$ cat src/rtl/board_io_cond.sv
// board_io_cond
//   Board-level front end sitting between the FPGA pins / PLL and the SoC.
//   - Synchronises PLL lock and produces a stretched, lock-qualified SoC reset.
//   - Synchronises and debounces a bank of switches, emitting per-channel
//     change strobes for the SoC GPIO inputs.
//
// Ports
//   clk_i         in   1         system clock (PLL output)
//   arst_n_i      in   1         asynchronous active-low board reset
//   pll_locked_i  in   1         PLL lock, asynchronous to clk_i
//   sw_i          in   SW_WIDTH  raw switch pins
//   soc_arst_o    out  1         active-high SoC reset (registered)
//   sw_o          out  SW_WIDTH  debounced switch state
//   sw_chg_o      out  SW_WIDTH  one-cycle pulse when the matching sw_o bit changes
//   tick_o        out  1         one-cycle debounce tick pulse
module board_io_cond #(
   parameter int SW_WIDTH    = 16,
   parameter int SYNC_STAGES = 2,
   parameter int RST_HOLD    = 1024,
   parameter int TICK_DIV    = 100000,
   parameter int DEB_TICKS   = 4
) (
   input  logic                clk_i,
   input  logic                arst_n_i,
   input  logic                pll_locked_i,
   input  logic [SW_WIDTH-1:0] sw_i,
   output logic                soc_arst_o,
   output logic [SW_WIDTH-1:0] sw_o,
   output logic [SW_WIDTH-1:0] sw_chg_o,
   output logic                tick_o
);

   localparam int HCNT_W = (RST_HOLD > 1) ? $clog2(RST_HOLD) : 1;
   localparam int TCNT_W = $clog2(TICK_DIV);
   localparam int DCNT_W = $clog2(DEB_TICKS + 1);

   localparam logic [HCNT_W-1:0] HCNT_LAST = HCNT_W'(RST_HOLD - 1);
   localparam logic [TCNT_W-1:0] TCNT_LAST = TCNT_W'(TICK_DIV - 1);
   localparam logic [DCNT_W-1:0] DCNT_LAST = DCNT_W'(DEB_TICKS - 1);

   typedef enum logic [1:0] {
      ST_RST  = 2'd0,
      ST_HOLD = 2'd1,
      ST_RUN  = 2'd2
   } state_t;

   // ---------------------------------------------------------------------
   // Input synchronisers
   // ---------------------------------------------------------------------
   logic [SYNC_STAGES-1:0] r_lock_sync;
   logic [SW_WIDTH-1:0]    r_sw_sync [SYNC_STAGES];
   logic                   w_locked_s;
   logic [SW_WIDTH-1:0]    w_sw_s;

   always_ff @(posedge clk_i or negedge arst_n_i) begin
      if (!arst_n_i) begin
         r_lock_sync <= '0;
         for (int k = 0; k < SYNC_STAGES; k++) r_sw_sync[k] <= '0;
      end else begin
         r_lock_sync <= {r_lock_sync[SYNC_STAGES-2:0], pll_locked_i};
         r_sw_sync[0] <= sw_i;
         for (int k = 1; k < SYNC_STAGES; k++) r_sw_sync[k] <= r_sw_sync[k-1];
      end
   end

   assign w_locked_s = r_lock_sync[SYNC_STAGES-1];
   assign w_sw_s     = r_sw_sync[SYNC_STAGES-1];

   // ---------------------------------------------------------------------
   // Reset sequencer: RST -> HOLD (RST_HOLD cycles of stable lock) -> RUN.
   // Any loss of synchronised lock drops straight back to RST, and lock loss
   // wins over the HOLD->RUN step when both happen on the same edge.
   // ---------------------------------------------------------------------
   state_t              r_state;
   state_t              w_state_nxt;
   logic [HCNT_W-1:0]   r_hcnt;
   logic                r_soc_arst;

   always_comb begin
      w_state_nxt = r_state;
      case (r_state)
         ST_RST:  if (w_locked_s) w_state_nxt = ST_HOLD;
         ST_HOLD: begin
            if (!w_locked_s)              w_state_nxt = ST_RST;
            else if (r_hcnt == HCNT_LAST) w_state_nxt = ST_RUN;
         end
         ST_RUN:  if (!w_locked_s) w_state_nxt = ST_RST;
         default: w_state_nxt = ST_RST;
      endcase
   end

   // Reset output is registered from the next state so it changes on the
   // very edge the sequencer enters or leaves RUN.
   always_ff @(posedge clk_i or negedge arst_n_i) begin
      if (!arst_n_i) begin
         r_state    <= ST_RST;
         r_hcnt     <= '0;
         r_soc_arst <= 1'b1;
      end else begin
         r_state    <= w_state_nxt;
         r_soc_arst <= (w_state_nxt != ST_RUN);
         if (r_state == ST_HOLD && w_state_nxt == ST_HOLD) r_hcnt <= r_hcnt + 1'b1;
         else                                              r_hcnt <= '0;
      end
   end

   assign soc_arst_o = r_soc_arst;

   // ---------------------------------------------------------------------
   // Free-running debounce tick prescaler
   // ---------------------------------------------------------------------
   logic [TCNT_W-1:0] r_tcnt;
   logic              w_tick;

   always_ff @(posedge clk_i or negedge arst_n_i) begin
      if (!arst_n_i)           r_tcnt <= '0;
      else if (r_tcnt == TCNT_LAST) r_tcnt <= '0;
      else                     r_tcnt <= r_tcnt + 1'b1;
   end

   assign w_tick = (r_tcnt == TCNT_LAST);
   assign tick_o = w_tick;

   // ---------------------------------------------------------------------
   // Per-channel debouncer. A channel only changes after DEB_TICKS ticks
   // in a row where the synchronised input differs from the accepted state;
   // any return to agreement clears the count, rejecting bounces.
   // Only the board reset clears this state so switches survive PLL relock.
   // ---------------------------------------------------------------------
   logic [SW_WIDTH-1:0] r_sw;
   logic [SW_WIDTH-1:0] r_sw_chg;
   logic [DCNT_W-1:0]   r_dcnt [SW_WIDTH];

   always_ff @(posedge clk_i or negedge arst_n_i) begin
      if (!arst_n_i) begin
         r_sw     <= '0;
         r_sw_chg <= '0;
         for (int i = 0; i < SW_WIDTH; i++) r_dcnt[i] <= '0;
      end else begin
         for (int i = 0; i < SW_WIDTH; i++) begin
            r_sw_chg[i] <= 1'b0;
            if (w_sw_s[i] == r_sw[i]) begin
               r_dcnt[i] <= '0;
            end else if (w_tick) begin
               if (r_dcnt[i] == DCNT_LAST) begin
                  r_sw[i]     <= w_sw_s[i];
                  r_sw_chg[i] <= 1'b1;
                  r_dcnt[i]   <= '0;
               end else begin
                  r_dcnt[i] <= r_dcnt[i] + 1'b1;
               end
            end
         end
      end
   end

   assign sw_o     = r_sw;
   assign sw_chg_o = r_sw_chg;

endmodule

$ cat config.mk
export PLATFORM = sky130hd
export DESIGN_NAME = board_io_cond
export DESIGN_NICKNAME = d
export VERILOG_FILES = /design/src/rtl/board_io_cond.sv
export SDC_FILE = /design/constraint.sdc
export NUM_CORES = 1
export LEC_CHECK = 0
export ABC_AREA = 0
export BUFFER_PORTS_ARGS = -buffer_cell sky130_fd_sc_hd__buf_2
export CAP_MARGIN = 20
export CORE_ASPECT_RATIO = 0.9
export CORE_MARGIN = 4
export CORE_UTILIZATION = 59
export DETAILED_ROUTE_END_ITERATION = 6
export GPL_ROUTABILITY_DRIVEN = 0
export PLACE_DENSITY = 0.87
export SYNTH_ARGS = -nofsm -noshare
export SYNTH_HDL_FRONTEND = slang
export SYNTH_SLANG_ARGS = --single-unit
export TNS_END_PERCENT = 50
$ cat constraint.sdc
create_clock -name clk_i -period 3 [get_ports clk_i]
set_input_delay 0.15 -clock clk_i [delete_from_list [all_inputs] [get_ports clk_i]]
set_output_delay 0.15 -clock clk_i [all_outputs]
set_load 0.03 [all_outputs]
---- Word level (Yosys, flattened, before mapping) ----
Cells that the tools add are included.
storage, ports and cells
  bits in registers ....................... 144
  output and inout bits ................... 34
  logic and storage cells ................. 249
operators by class
  $add $sub $neg .......................... 18
  equality and inequality tests ........... 38
  muxes and demuxes ....................... 103
  bitwise operators ....................... 16
  reductions and logical operators ........ 34
operators by type and width
  cell                                                                    count
  3-bit two-way mux                                                       48
  3-bit by 1-bit adder with 3-bit output (second input constant)          16
  3-bit by 2-bit equality test with 1-bit output (second input constant)  16
  1-bit two-way mux                                                       48
  3-bit AND reduction                                                     16
  2-bit nonzero test                                                      16
  17-bit by 1-bit adder with 17-bit output (second input constant)        1
  17-bit equality test (second input constant)                            1
  17-bit two-way mux                                                      1
  1-bit equality test                                                     16
  1-bit NOT                                                               16
  10-bit by 1-bit adder with 10-bit output (second input constant)        1
  10-bit equality test (second input constant)                            1
  10-bit two-way mux                                                      1
  2-bit two-way mux                                                       4
  2-bit case mux with 3 select lines                                      1
  2-bit by 1-bit equality test with 1-bit output (second input constant)  2
  2-bit equality test (second input constant)                             1
  2-bit logical NOT                                                       1
  2-bit != test (second input constant)                                   1
  1-bit logical AND                                                       1

---- Logic depth before layout (Yosys ltp) ----
Gate-level depths: netlist (run 1).
  word-level depth ........................ 7
  mapped depth ............................ 8

---- Least setup slack after synthesis (run 1) ----
No wires, ideal clock.
  path kind ............................... flip-flop to flip-flop
  start point ............................. register r_tcnt[13]
  end point ............................... register r_dcnt[24] (netlist name)
  arrival ................................. 2.202 ns
  path slack .............................. 0.720 ns
  cell stages (with the launch flop) ...... 7
  path buffers ............................ 2
  period minus slack after synthesis ...... 2.280 ns
  path through ............................ dfrtp_1 -> or4b_4 -> or4_1 -> buf_4 -> buf_6 -> or3_1 -> a21oi_1
between the ends
  longest elaborated chain between the ends .. 2
RTL lines
  element                              RTL line  source
  start: declaration                   112       logic [TCNT_W-1:0] r_tcnt;
  start signal: assignment             118       else r_tcnt <= r_tcnt + 1'b1;
  17-bit equality test                 121       assign w_tick = (r_tcnt == TCNT_LAST);
  2-bit nonzero test (no source line)  --
  end signal: indexed assignment       150       r_dcnt[i] <= r_dcnt[i] + 1'b1;
  end: declaration                     132       logic [DCNT_W-1:0] r_dcnt [SW_WIDTH];
Every way passes these cells.
A chain may end at the register's enable or synchronous reset.

---- Final worst setup path (run 1) ----
  start point ............................. register r_tcnt[13]
  end point ............................... output tick_o
between the ends
  longest elaborated chain between the ends .. 1
RTL lines
  element               RTL line  source
  17-bit equality test  121
  end: declaration      30        output logic tick_o
Every way passes these cells.

==> flow_summary.rst, run 1 <==
.. list-table::
   :header-rows: 1

   * - Metric
     - Value
   * - Final instance count without filler cells
     - 725
   * - WS Path Type
     - flop to output pin
   * - Switching power of the nets
     - 841 µW
   * - Detailed-route via count
     - 4027
   * - Pin count of the biggest net entering global routing
     - 96
   * - Yosys cell types
     - 34
   * - Max frequency
     - between 300 and 400 MHz
   * - Grt total ovfl
     - 0
   * - Clock net sink count
     - about 140
   * - Crit path capture type
     - output pin
   * - Worst-skew pair later-pin latency
     - between 0.5 and 0.6 ns
   * - Maximum level of the CTS H-tree
     - 4
   * - Fraction of layout cells with a size suffix above 1
     - 0.163
   * - VDD IR-drop max
     - 876 µV
   * - GR Util All Layers
     - 0.228
   * - Tightest Hold Check Type
     - input port to async pin
   * - Startpoint type of the worst setup path
     - flop
   * - Worst slack after detailed placement
     - 0.364 ns
   * - Most numerous cell in the Yosys netlist
     - sky130_fd_sc_hd__dfrtp_1
   * - Part of the total power dissipated in the clock network
     - 0.508
   * - CP max stage cell
     - sky130_fd_sc_hd__or4_4
   * - Final TNS setup
     - 0 ns
   * - Library cell occupying the most area in the post-synthesis netlist
     - sky130_fd_sc_hd__dfrtp_1
   * - DR pass1 iterations
     - 5
   * - Final-report max-slew violation count
     - 0
   * - DP Wirelength
     - 7.07 mm
   * - Starting utilization of the core area
     - 0.618
   * - Area of the placeable core
     - around 9300 µm²
   * - Flip-flop and latch count after synthesis
     - 144
   * - DIE AREA
     - 11400 µm²
   * - Fin worst setup slack
     - approximately 0.24 ns
   * - Via count of the first global-routing pass
     - 4216
   * - DIE WIDTH
     - 112 µm
   * - Static Leakage
     - 3.36 nW
   * - CP Buf/Inv Count
     - 2
   * - Register area share after synthesis
     - 0.625
   * - Arr. time, crit path
     - 2.61 ns
   * - Cell area after synthesis
     - around 5800 µm²
   * - Critical Path Max Stage Delay
     - 0.72 ns
   * - Syn avg cell area
     - roughly 11 µm²
   * - Max-cap violations
     - 0
   * - Cell family contributing the most delay on the critical path
     - simple AND/OR/NAND/NOR gates
   * - Crit-path max FO
     - 17
   * - Post-DR wirelength/cell
     - around 16 µm
   * - Final critical-path required period
     - 2.76 ns
   * - Area grow syn2layout
     - 21.4%
   * - Number of placed instances, taps included
     - 675
   * - CTS Root Cell
     - sky130_fd_sc_hd__clkbuf_8
   * - Number of hold violations in the final report
     - 0
   * - Area of the multi-input gates
     - about 2100 µm²
   * - Final Cycle Share
     - 0.922
   * - Ys async rst share
     - 1.00
   * - Number of clock buffers inserted by TritonCTS
     - 17
   * - Chip Height
     - 102 µm
   * - Most used flip-flop cell after synthesis
     - sky130_fd_sc_hd__dfrtp_1
   * - Switching part of the total
     - 0.199
   * - Clock-pin slew on the worst setup and hold paths
     - approximately 0.060 ns
   * - CTS tree
     - built
   * - Ports
     - 53
   * - Required arrival time at the worst endpoint
     - 2.85 ns
   * - Total area of sequential cells
     - around 3600 µm²
   * - Max-Slew Margin vs Limit
     - 0.452
   * - Post-synth EDFFs
     - 0
   * - Top cell type's share of synthesized area
     - 0.620
   * - Unrepaired setup endpoints after global routing
     - no
   * - First-pass GRT wire length
     - 20.3 mm
   * - Standard-cell rows
     - 33
   * - Setup violation total in the final timing report
     - 0
   * - Diode count
     - 0
   * - Wirelength, routed
     - 11.9 mm
   * - Yosys warns
     - 0
   * - # DRC
     - 0
   * - Number of buffers added on ports
     - 52
   * - Fillcell total
     - 609
   * - Number of antenna-violating nets in the routed design
     - 0
   * - Post-Synthesis Net Count
     - 545
   * - Seq pwr share
     - 0.469
   * - Final net count
     - 627
   * - Buffer count from post-CTS setup fixing
     - 0
   * - Top area cells in the synthesized netlist
     - sky130_fd_sc_hd__dfrtp_1, sky130_fd_sc_hd__a21oi_1, sky130_fd_sc_hd__ha_1
   * - Total power divided by cell area
     - 604 nW/µm²
   * - Routed vias/inst
     - between 5 and 6
   * - Detailed Route Iter0 Violations
     - 302
   * - Cells after synthesis
     - 508
   * - Clock tree buffer depth
     - 2
   * - Critical-path cell list
     - or4b_4, or4_4, inv_1, buf_2
   * - Worst-Margin Slew
     - 0.822 ns
   * - Fraction of power consumed by combinational cells
     - 0.023
   * - Antenna violations before repair
     - 0
   * - Cell-internal power
     - 3.39 mW
   * - Run status
     - completed
   * - Core Util, Final
     - 0.750
   * - Clock Skew
     - 0.00956 ns
   * - Top cell types by occurrence after synthesis
     - sky130_fd_sc_hd__dfrtp_1, sky130_fd_sc_hd__nand2_1, sky130_fd_sc_hd__a21oi_1, sky130_fd_sc_hd__nand3_1, sky130_fd_sc_hd__nand2b_1
routing by layer:
layer	global-route usage	vias up	part of all wire
li1	-	1896	-
met1	0.284	1997	0.42
met2	0.390	116	0.52
met3	0.0621	18	0.051
met4	0.0823	0	0.016
met5	0	-	0
final timing paths:
path                                    start       endpoint  slack (ns)  cells after the start
min in group clk_i                    sw_i[4]  r_sw_sync[20]        0.27                      2
worst min register to register  r_sw_sync[16]      w_sw_s[0]        0.34                      0
max in group asynchronous            arst_n_i     r_dcnt[27]        1.95                      3
worst max register to register     r_tcnt[13]     r_dcnt[18]        0.24                      5
worst min-delay path                 arst_n_i     r_dcnt[16]        0.27                      2
worst max-delay path               r_tcnt[13]         tick_o        0.24                      4
cells by family after synthesis:
logic type	count (synthesis)	synth area share
and+or+nand+nor	221	0.201
buffers and inverters	19	0.0145
muxes	3	0.00586
xor gates and xnor gates	37	0.0562
adders and majority gates	18	0.0390
AOI/OAI and AO/OA	66	0.0588
DFF	144	0.625
power groups by stage:
stage / Clock, mW / Combinational (mW) / Sequential [mW]
finish: 2.15 / 0.0965 / 1.98
global route: 2.27 / 0.110 / 1.98
CTS: 2.18 / 0.0984 / 1.98
detailed placement: 0 / 0.0793 / 2.02
global placement: 0 / 0.0762 / 2.02
floorplan: 0 / 0.0228 / 2.01
layout by cell type, fill, tap and decap left out, types with 4 or more instances in the layout:
| master | Yosys | layout |
|---|---|---|
| sky130_fd_sc_hd__a21oi_1 | 49 | 49 |
| sky130_fd_sc_hd__and3_1 | 4 | 4 |
| sky130_fd_sc_hd__buf_2 | 1 | 51 |
| sky130_fd_sc_hd__buf_4 | 1 | 7 |
| sky130_fd_sc_hd__clkbuf_16 | 0 | 16 |
| sky130_fd_sc_hd__clkbuf_8 | 0 | 6 |
| sky130_fd_sc_hd__dfrtp_1 | 143 | 143 |
| sky130_fd_sc_hd__dlygate4sd3_1 | 0 | 18 |
| sky130_fd_sc_hd__ha_1 | 18 | 18 |
| sky130_fd_sc_hd__inv_1 | 4 | 4 |
| sky130_fd_sc_hd__nand2_1 | 59 | 59 |
| sky130_fd_sc_hd__nand2b_1 | 30 | 30 |
| sky130_fd_sc_hd__nand3_1 | 37 | 37 |
| sky130_fd_sc_hd__nand4_1 | 7 | 7 |
| sky130_fd_sc_hd__nor2_1 | 21 | 21 |
| sky130_fd_sc_hd__nor2b_1 | 16 | 16 |
| sky130_fd_sc_hd__nor3_1 | 15 | 15 |
| sky130_fd_sc_hd__nor3b_1 | 4 | 4 |
| sky130_fd_sc_hd__o21ai_0 | 14 | 14 |
| sky130_fd_sc_hd__or3_1 | 17 | 17 |
| sky130_fd_sc_hd__xnor2_1 | 24 | 24 |
| sky130_fd_sc_hd__xor2_1 | 13 | 13 |
state kept, by name (all words and copies together), names as in the netlist:
signal / flops
r_dcnt: 48
r_hcnt: 10
r_lock_sync: 2
r_state: 2
r_sw_sync: 16
r_tcnt: 17
soc_arst_o: 1
sw_chg_o: 16
sw_o: 16
w_sw_s: 16
worst reg2reg max path, delay by kind of cell, from the launching register on:
kind	cells	cell delay, ns
flops	1	0.44
compound gates	1	0.23
buf+inv	1	0.29
simple gates	3	1.72
per-stage QoR:
stage                     power, mW  hold WS, ns  cell area, µm²
final                          4.23        0.267            7000
after global routing           4.37        0.257            7000
after CTS                      4.27        0.239            7000
after detailed placement       2.10        0.259            6200
after global placement         2.09        0.258            6200
after floorplan                2.04       -0.146            5770
area by class of cell:
| cell class | instances | area share |
|---|---|---|
| inverters | 4 | 0.00214 |
| well taps | 122 | 0.0218 |
| clock inverters | 8 | 0.0180 |
| clock buffers | 24 | 0.0700 |
| flip-flops and latches | 144 | 0.515 |
| multi-input cells | 345 | 0.299 |
| repair buffers | 78 | 0.0742 |
what timing repair did:
item	4_1_cts	5_1_grt
hold buffers	18	0
hold endpoints to repair	108	0
resized for setup	1	0
setup endpoints to repair	1	0
(Power assumes the default switching activity.)
==> run 2: changes to the inputs <==
CORE_UTILIZATION = 63   (was 59)
PLACE_DENSITY = 0.92   (was 0.87)
clock period = 3.5 ns   (was 3 ns; I/O delays follow)
==> run 2 against run 1 <==
Effect of this change: hold slack lost 0.10 ns; non-clock buffer count shrank 2; core utilization grew 4.3 points; final cell count shrank 0.69%; final area shrank 1.1%; wire length grew 2.7%; critical path depth is the same; sequential power shrank 14%; worst setup slack gained 0.23 ns; sequential cell count is the same; die area shrank 5.9%; critical path type unchanged; critical endpoint unchanged; largest power group is now registers.
==> flow_summary.rst, run 2 (synthesis results as in run 1) <==
.. list-table::
   :header-rows: 1

   * - Metric
     - Value
   * - Crit-path max FO
     - 17 (unchanged)
   * - Clock net sink count
     - 144 (unchanged)
   * - WS Path Type
     - flop to output pin
   * - Wirelength, routed
     - 12.2 mm (+2.7%)
   * - CTS Root Cell
     - sky130_fd_sc_hd__clkbuf_8
   * - Run status
     - completed
   * - CTS tree
     - built
   * - Part of the total power dissipated in the clock network
     - 0.476 (-0.032)
   * - Buffer count from post-CTS setup fixing
     - 0 (unchanged)
   * - Final TNS setup
     - 0 ns (unchanged)
   * - Startpoint type of the worst setup path
     - flop
   * - Routed vias/inst
     - 5.74 (+3.4%)
   * - Gates resized, CTS repair
     - 0 (-1)
   * - Required arrival time at the worst endpoint
     - 3.32 ns (+0.47 ns)
   * - Largest registers
     - r_dcnt x48, r_tcnt x17
   * - Ports
     - 53 (unchanged)
   * - VDD IR-drop max
     - 434 µV (-51%)
   * - # DRC
     - 0 (unchanged)
   * - Unrepaired setup endpoints after global routing
     - no
   * - Final Cycle Share
     - 0.868
   * - Max-Slew Margin vs Limit
     - 0.446 (-0.00554)
   * - Standard-cell rows
     - 32 (-3.0%)
   * - Number of buffers added on ports
     - 52 (unchanged)
   * - DR pass1 iterations
     - 5 (unchanged)
   * - Standard cell area after detailed placement
     - 6170 µm² (-0.42%)
   * - Number of clock buffers inserted by TritonCTS
     - 17 (unchanged)
   * - Final-report max-slew violation count
     - 0 (unchanged)
   * - Total area of sequential cells
     - 3600 µm² (unchanged)
   * - Arr. time, crit path
     - 2.86 ns (+0.25 ns)
   * - DIE AREA
     - 10800 µm² (-5.9%)
   * - Worst-skew pair later-pin latency
     - 0.53 ns (about the same)
   * - Chip Height
     - 98.8 µm (-3.0%)
   * - Worst slack after detailed placement
     - 0.756 ns (+0.391 ns)
   * - Fraction of power consumed by combinational cells
     - 0.025 (+0.002)
   * - Post-route cell area
     - 6920 µm² (-1.1%)
   * - Total power divided by cell area
     - 493 nW/µm² (-18%)
   * - Area grow syn2layout
     - 20.0%
   * - Seq pwr share
     - 0.498 (+0.029)
   * - First-pass GRT wire length
     - 20.5 mm (+0.92%)
   * - Tightest Hold Check Type
     - input port to async pin
   * - Post-cts hold buffer count
     - 18 (unchanged)
   * - DP Wirelength
     - 7.49 mm (+5.8%)
   * - Largest reg by FF count
     - r_dcnt
   * - Clock-pin slew on the worst setup and hold paths
     - 0.06 ns (about the same)
   * - Detailed Route Iter0 Violations
     - 199 (-34%)
   * - Flip-flop count of the largest register after layout
     - 48 (unchanged)
   * - Number of hold violations in the final report
     - 0 (unchanged)
   * - Cell-internal power
     - 2.70 mW (-20%)
   * - Most common cell after layout, fill and taps aside
     - sky130_fd_sc_hd__dfrtp_1
   * - Clock Skew
     - 0.00628 ns (-0.00327 ns)
   * - Worst reg-to-reg path cell count
     - 5 (unchanged)
   * - Fillcell total
     - 497 (-18%)
   * - Final net count
     - 625 (-0.32%)
   * - Switching part of the total
     - 0.209 (+0.0102)
   * - Via count of the first global-routing pass
     - 4328 (+2.7%)
   * - Area of the multi-input gates
     - 2090 µm² (-0.18%)
   * - Setup slack of the worst register-to-register path
     - 0.68 ns (+0.44 ns)
   * - Area of the placeable core
     - 8730 µm² (-6.5%)
   * - Static Leakage
     - 3.32 nW (-1.0%)
   * - Starting utilization of the core area
     - 0.661 (+0.0427)
   * - Diode count
     - 0 (unchanged)
   * - Number of antenna-violating nets in the routed design
     - 0 (unchanged)
   * - Fraction of layout cells with a size suffix above 1
     - 0.156 (-0.00611)
   * - Antenna violations before repair
     - 0 (unchanged)
   * - Final critical-path required period
     - 3.04 ns
   * - Worst-Margin Slew
     - 0.831 ns (+0.00830 ns)
   * - Maximum level of the CTS H-tree
     - 4 (unchanged)
   * - Fin worst setup slack
     - 0.463 ns (+0.228 ns)
   * - Switching power of the nets
     - 714 µW (-15%)
   * - Total Power
     - 3.41 mW (-19%)
   * - Highest-count cells in the layout ignoring fill and taps
     - sky130_fd_sc_hd__dfrtp_1, sky130_fd_sc_hd__nand2_1, sky130_fd_sc_hd__buf_2, sky130_fd_sc_hd__a21oi_1, sky130_fd_sc_hd__nand3_1
   * - Clock tree buffer depth
     - 2 (unchanged)
   * - Setup violation total in the final timing report
     - 0 (unchanged)
   * - Max-cap violations
     - 0 (unchanged)
   * - Grt total ovfl
     - 0 (unchanged)
   * - Detailed-route via count
     - 4134 (+2.7%)
   * - DIE WIDTH
     - 109 µm (-3.0%)
   * - Pin count of the biggest net entering global routing
     - 117 (+22%)
   * - Max frequency
     - 329 MHz
   * - Post-DR wirelength/cell
     - 17.0 µm (+3.4%)
   * - GR Util All Layers
     - 0.248 (+0.0197)
   * - Crit path capture type
     - output pin
-- run 2: cell count changes in the layout (fill, tap and decap cells not counted), sizes merged --
cell / change
clkinvlp: +1
clkbuf: -2
bufinv: -2
buf: -2
clkinv: +3
-- run 2: path summary, 6_finish.rpt --
path | startpoint | end
setup / recovery | r_tcnt[13] | tick_o
hold / removal | arst_n_i | sw_o[10]
setup reg to reg | r_tcnt[13] | r_dcnt[9]
hold reg to reg | r_sw_sync[17] | w_sw_s[1]
max in group asynchronous | arst_n_i | r_dcnt[27]
min in group clk_i | sw_i[2] | r_sw_sync[18]
-- run 2: final cells by class --
| class | instances | area share |
|---|---|---|
| clock buffer | 22 | 0.0654 |
| sequential | 144 | 0.521 |
| inverter | 4 | 0.00217 |
| tap | 119 | 0.0215 |
| clock inverter | 10 | 0.0128 |
| multi-input combinational | 345 | 0.302 |
| timing repair buffer | 76 | 0.0757 |
-- run 2: metrics by stage --
stage,utilization,instances,hold WS (ns)
final,0.793,720,0.163
after global routing,0.793,720,0.195
after CTS,0.790,719,0.256
after detailed placement,0.707,669,0.284
after global placement,0.707,669,0.283
after floorplan,-,508,-0.121
-- run 2: metal layers --
layer / up-vias / GRT usage / share of wire
met4: 0 / 0.121 / 0.031
met3: 34 / 0.0688 / 0.043
met5: - / 0 / 0
met2: 131 / 0.406 / 0.52
met1: 2059 / 0.303 / 0.40
li1: 1910 / - / -
-- run 2: worst max-delay path, cell delays in order, from the launching register on --
cell	delay, ns
sky130_fd_sc_hd__dfrtp_1	0.43
sky130_fd_sc_hd__or4b_4	0.59
sky130_fd_sc_hd__or4_1	0.94
sky130_fd_sc_hd__inv_1	0.16
sky130_fd_sc_hd__buf_2	0.21
-- run 2: power groups by stage --
| stage | Combinational, mW | Sequential [mW] | Clock [mW] |
|---|---|---|---|
| 6_report | 0.0865 | 1.70 | 1.62 |
| 5_1_grt | 0.0990 | 1.70 | 1.71 |
| 4_1_cts | 0.0847 | 1.70 | 1.65 |
| 3_5_place_dp | 0.0683 | 1.73 | 0 |
| 3_3_place_gp | 0.0647 | 1.73 | 0 |
| 2_1_floorplan | 0.0196 | 1.73 | 0 |
==> run 3: changes to the inputs <==
CORE_MARGIN = not set   (was 4)
CORE_UTILIZATION = 35   (was 63)
PLACE_DENSITY = 0.6   (was 0.92)
==> run 3 against run 2 <==
Effect of this change: final area is 2.1% higher; maximum frequency is 2.9% higher; non-clock buffer count is 1 lower; sequential share of layout area is 1.1 points lower; first-iteration DRC count is 16% higher; wire length is 13% lower; final cell count is 12% higher; clock skew is 0.0015 ns higher; critical path depth stayed put; register-to-register slack better by 0.02 ns; clock power is 12% higher; critical endpoint unchanged.
==> flow_summary.rst, run 3 (synthesis results as in run 1) <==
.. list-table::
   :header-rows: 1

   * - Metric
     - Value
   * - Crit path capture type
     - output pin
   * - Number of antenna-violating nets in the routed design
     - 0 (unchanged)
   * - Final TNS setup
     - 0 ns (unchanged)
   * - Detailed Route Iter0 Violations
     - 231 (+16%)
   * - CTS tree
     - built
   * - Grt total ovfl
     - 0 (unchanged)
   * - Number of clock buffers inserted by TritonCTS
     - 17 (unchanged)
   * - DR pass1 iterations
     - 4 (-1)
   * - Diode count
     - 0 (unchanged)
   * - Worst R2R End
     - r_dcnt[45]
   * - # DRC
     - 0 (unchanged)
   * - Area of the multi-input gates
     - 2090 µm² (unchanged)
   * - Ports
     - 53 (unchanged)
   * - Clock net sink count
     - 144 (unchanged)
   * - Worst reg-to-reg path cell count
     - 5 (unchanged)
   * - Final net count
     - 624 (-0.16%)
   * - Run status
     - completed
   * - VDD IR-drop max
     - 410 µV (-5.5%)
   * - DP Wirelength
     - 6.84 mm (-8.7%)
   * - Max frequency
     - 339 MHz (+2.9%)
   * - Hold_ws
     - 0.347 ns (+0.184 ns)
   * - Final critical-path required period
     - 2.95 ns (-0.0863 ns)
   * - Standard-cell rows
     - 44 (+38%)
   * - Largest registers
     - r_dcnt x48, r_tcnt x17
   * - Number of buffers added on ports
     - 52 (unchanged)
   * - Via count of the first global-routing pass
     - 3921 (-9.4%)
   * - Unrepaired setup endpoints after global routing
     - no
   * - Critical Path Max Stage Delay
     - 0.99 ns (+0.05 ns)
   * - Chip Height
     - 124 µm (+25%)
   * - Hold wc startpoint
     - r_sw_sync[25]
   * - Static Leakage
     - 3.34 nW (+0.47%)
   * - Area of the placeable core
     - 16100 µm² (+85%)
   * - Most common cell after layout, fill and taps aside
     - sky130_fd_sc_hd__dfrtp_1
   * - Required arrival time at the worst endpoint
     - 3.32 ns (about the same)
   * - Startpoint type of the worst setup path
     - flop
   * - Instance count along the most critical hold path
     - 0
   * - Total area of sequential cells
     - 3600 µm² (unchanged)
   * - Max-Slew Margin vs Limit
     - 0.382 (-0.0638)
   * - Core Util, Final
     - 0.438 (-0.355)
   * - Largest reg by FF count
     - r_dcnt
   * - Fraction of layout cells with a size suffix above 1
     - 0.160 (+0.00359)
   * - Flip-flop count of the largest register after layout
     - 48 (unchanged)
   * - Pin count of the biggest net entering global routing
     - 97 (-17%)
   * - DIE AREA
     - 17000 µm² (+58%)
   * - Setup violation total in the final timing report
     - 0 (unchanged)
   * - Tightest Hold Check Type
     - flop to flop
   * - Worst-skew pair later-pin latency
     - 0.42 ns (-0.11 ns)
   * - Detailed-route via count
     - 3873 (-6.3%)
   * - Area grow syn2layout
     - 22.6%
   * - CP max stage cell
     - sky130_fd_sc_hd__or4_1
   * - Fillcell total
     - 1521 (+210%)
   * - Maximum level of the CTS H-tree
     - 4 (unchanged)
   * - Clock tree buffer depth
     - 2 (unchanged)
   * - Launching point of the worst reg2reg path
     - r_tcnt[13]
   * - Routed vias/inst
     - 4.80 (-16%)
   * - Highest-count cells in the layout ignoring fill and taps
     - sky130_fd_sc_hd__dfrtp_1, sky130_fd_sc_hd__nand2_1, sky130_fd_sc_hd__buf_2, sky130_fd_sc_hd__a21oi_1, sky130_fd_sc_hd__nand3_1
   * - CTS Root Cell
     - sky130_fd_sc_hd__clkbuf_16
   * - DIE WIDTH
     - 137 µm (+26%)
   * - Critical-path cell list
     - or4b_4, or4_1, inv_1, buf_2
   * - Wirelength, routed
     - 10.7 mm (-13%)
   * - Antenna violations before repair
     - 0 (unchanged)
   * - Clock-pin slew on the worst setup and hold paths
     - 0.06 ns (about the same)
   * - Final-report max-slew violation count
     - 0 (unchanged)
   * - Setup slack of the worst register-to-register path
     - 0.70 ns (+0.02 ns)
   * - Buffer count from post-CTS setup fixing
     - 0 (unchanged)
   * - Final Cycle Share
     - 0.843 (-0.0246)
   * - Arr. time, crit path
     - 2.78 ns (-0.08 ns)
   * - Endpoint of the worst hold-timing path
     - w_sw_s[9]
   * - Starting utilization of the core area
     - 0.358 (-0.303)
   * - Clock Skew
     - 0.00783 ns (+0.00155 ns)
   * - WS Path Type
     - flop to output pin
   * - Worst-Margin Slew
     - 0.926 ns (+0.0957 ns)
   * - GR Util All Layers
     - 0.143 (-0.105)
   * - Post-DR wirelength/cell
     - 13.2 µm (-22%)
   * - Total power divided by cell area
     - 510 nW/µm² (+3.5%)
   * - Max-cap violations
     - 0 (unchanged)
   * - First-pass GRT wire length
     - 18.4 mm (-10%)
   * - Crit-path max FO
     - 17 (unchanged)
   * - Number of hold violations in the final report
     - 0 (unchanged)
==> run 3: routing by layer <==
metal / vias to the layer above / global-route usage / share of wire
met1: 1900 / 0.177 / 0.47
li1: 1891 / - / -
met4: 0 / 0.0598 / 0.016
met2: 70 / 0.224 / 0.47
met3: 12 / 0.0541 / 0.045
met5: - / 0 / 0
==> run 3: final cells by class <==
class | count | area share
Sequential cell | 144 | 0.510
Multi-Input combinational cell | 345 | 0.296
Timing Repair Buffer | 75 | 0.0703
Clock buffer | 18 | 0.0621
Tap cell | 207 | 0.0366
Clock inverter | 14 | 0.0235
Inverter | 4 | 0.00212
==> run 3: worst max-delay path by stage <==
stage                     slack (ns)          to  startpoint  cells after the start
final                           0.55      tick_o  r_tcnt[13]                      4
after detailed placement        0.72  r_dcnt[45]  r_tcnt[13]                      5
after global placement          0.77   r_dcnt[3]  r_tcnt[13]                      5
after floorplan                 1.22  r_dcnt[24]  r_tcnt[13]                      6
after global routing            0.44      tick_o  r_tcnt[13]                      4
after CTS                       0.52      tick_o  r_tcnt[13]                      4
==> run 3: stage by stage <==
step | cell area, µm² | power, mW | setup WS, ns | std cells
floorplan | 5770 | 1.75 | 1.22 | 508
global placement | 6280 | 1.80 | 0.767 | 757
detailed placement | 6280 | 1.80 | 0.724 | 757
CTS | 7070 | 3.66 | 0.522 | 807
global route | 7070 | 3.75 | 0.441 | 807
finish | 7070 | 3.60 | 0.549 | 807
==> run 3: power breakdown <==
group | total (mW) | switching [mW] | leakage [nW] | internal (mW)
clock | 1.82 | 0.689 | 0.288 | 1.13
combinational | 0.0818 | 0.0485 | 1.14 | 0.0333
sequential | 1.70 | 0.0112 | 1.91 | 1.69
total | 3.60 | 0.749 | 3.34 | 2.85
==> run 3: worst max-delay path, delay by kind of cell, from the launching register on <==
kind                   cells  cell delay, ns
flip-flops                 1            0.42
buffers and inverters      2            0.36
AND/OR/NAND/NOR            2            1.57
==> run 3: repair_timing <==
action                     in CTS  in global routing
setup endpoints to repair       0                  0
gates resized for setup         0                  0
hold endpoints to repair      112                  0
hold buffers                   18                  0
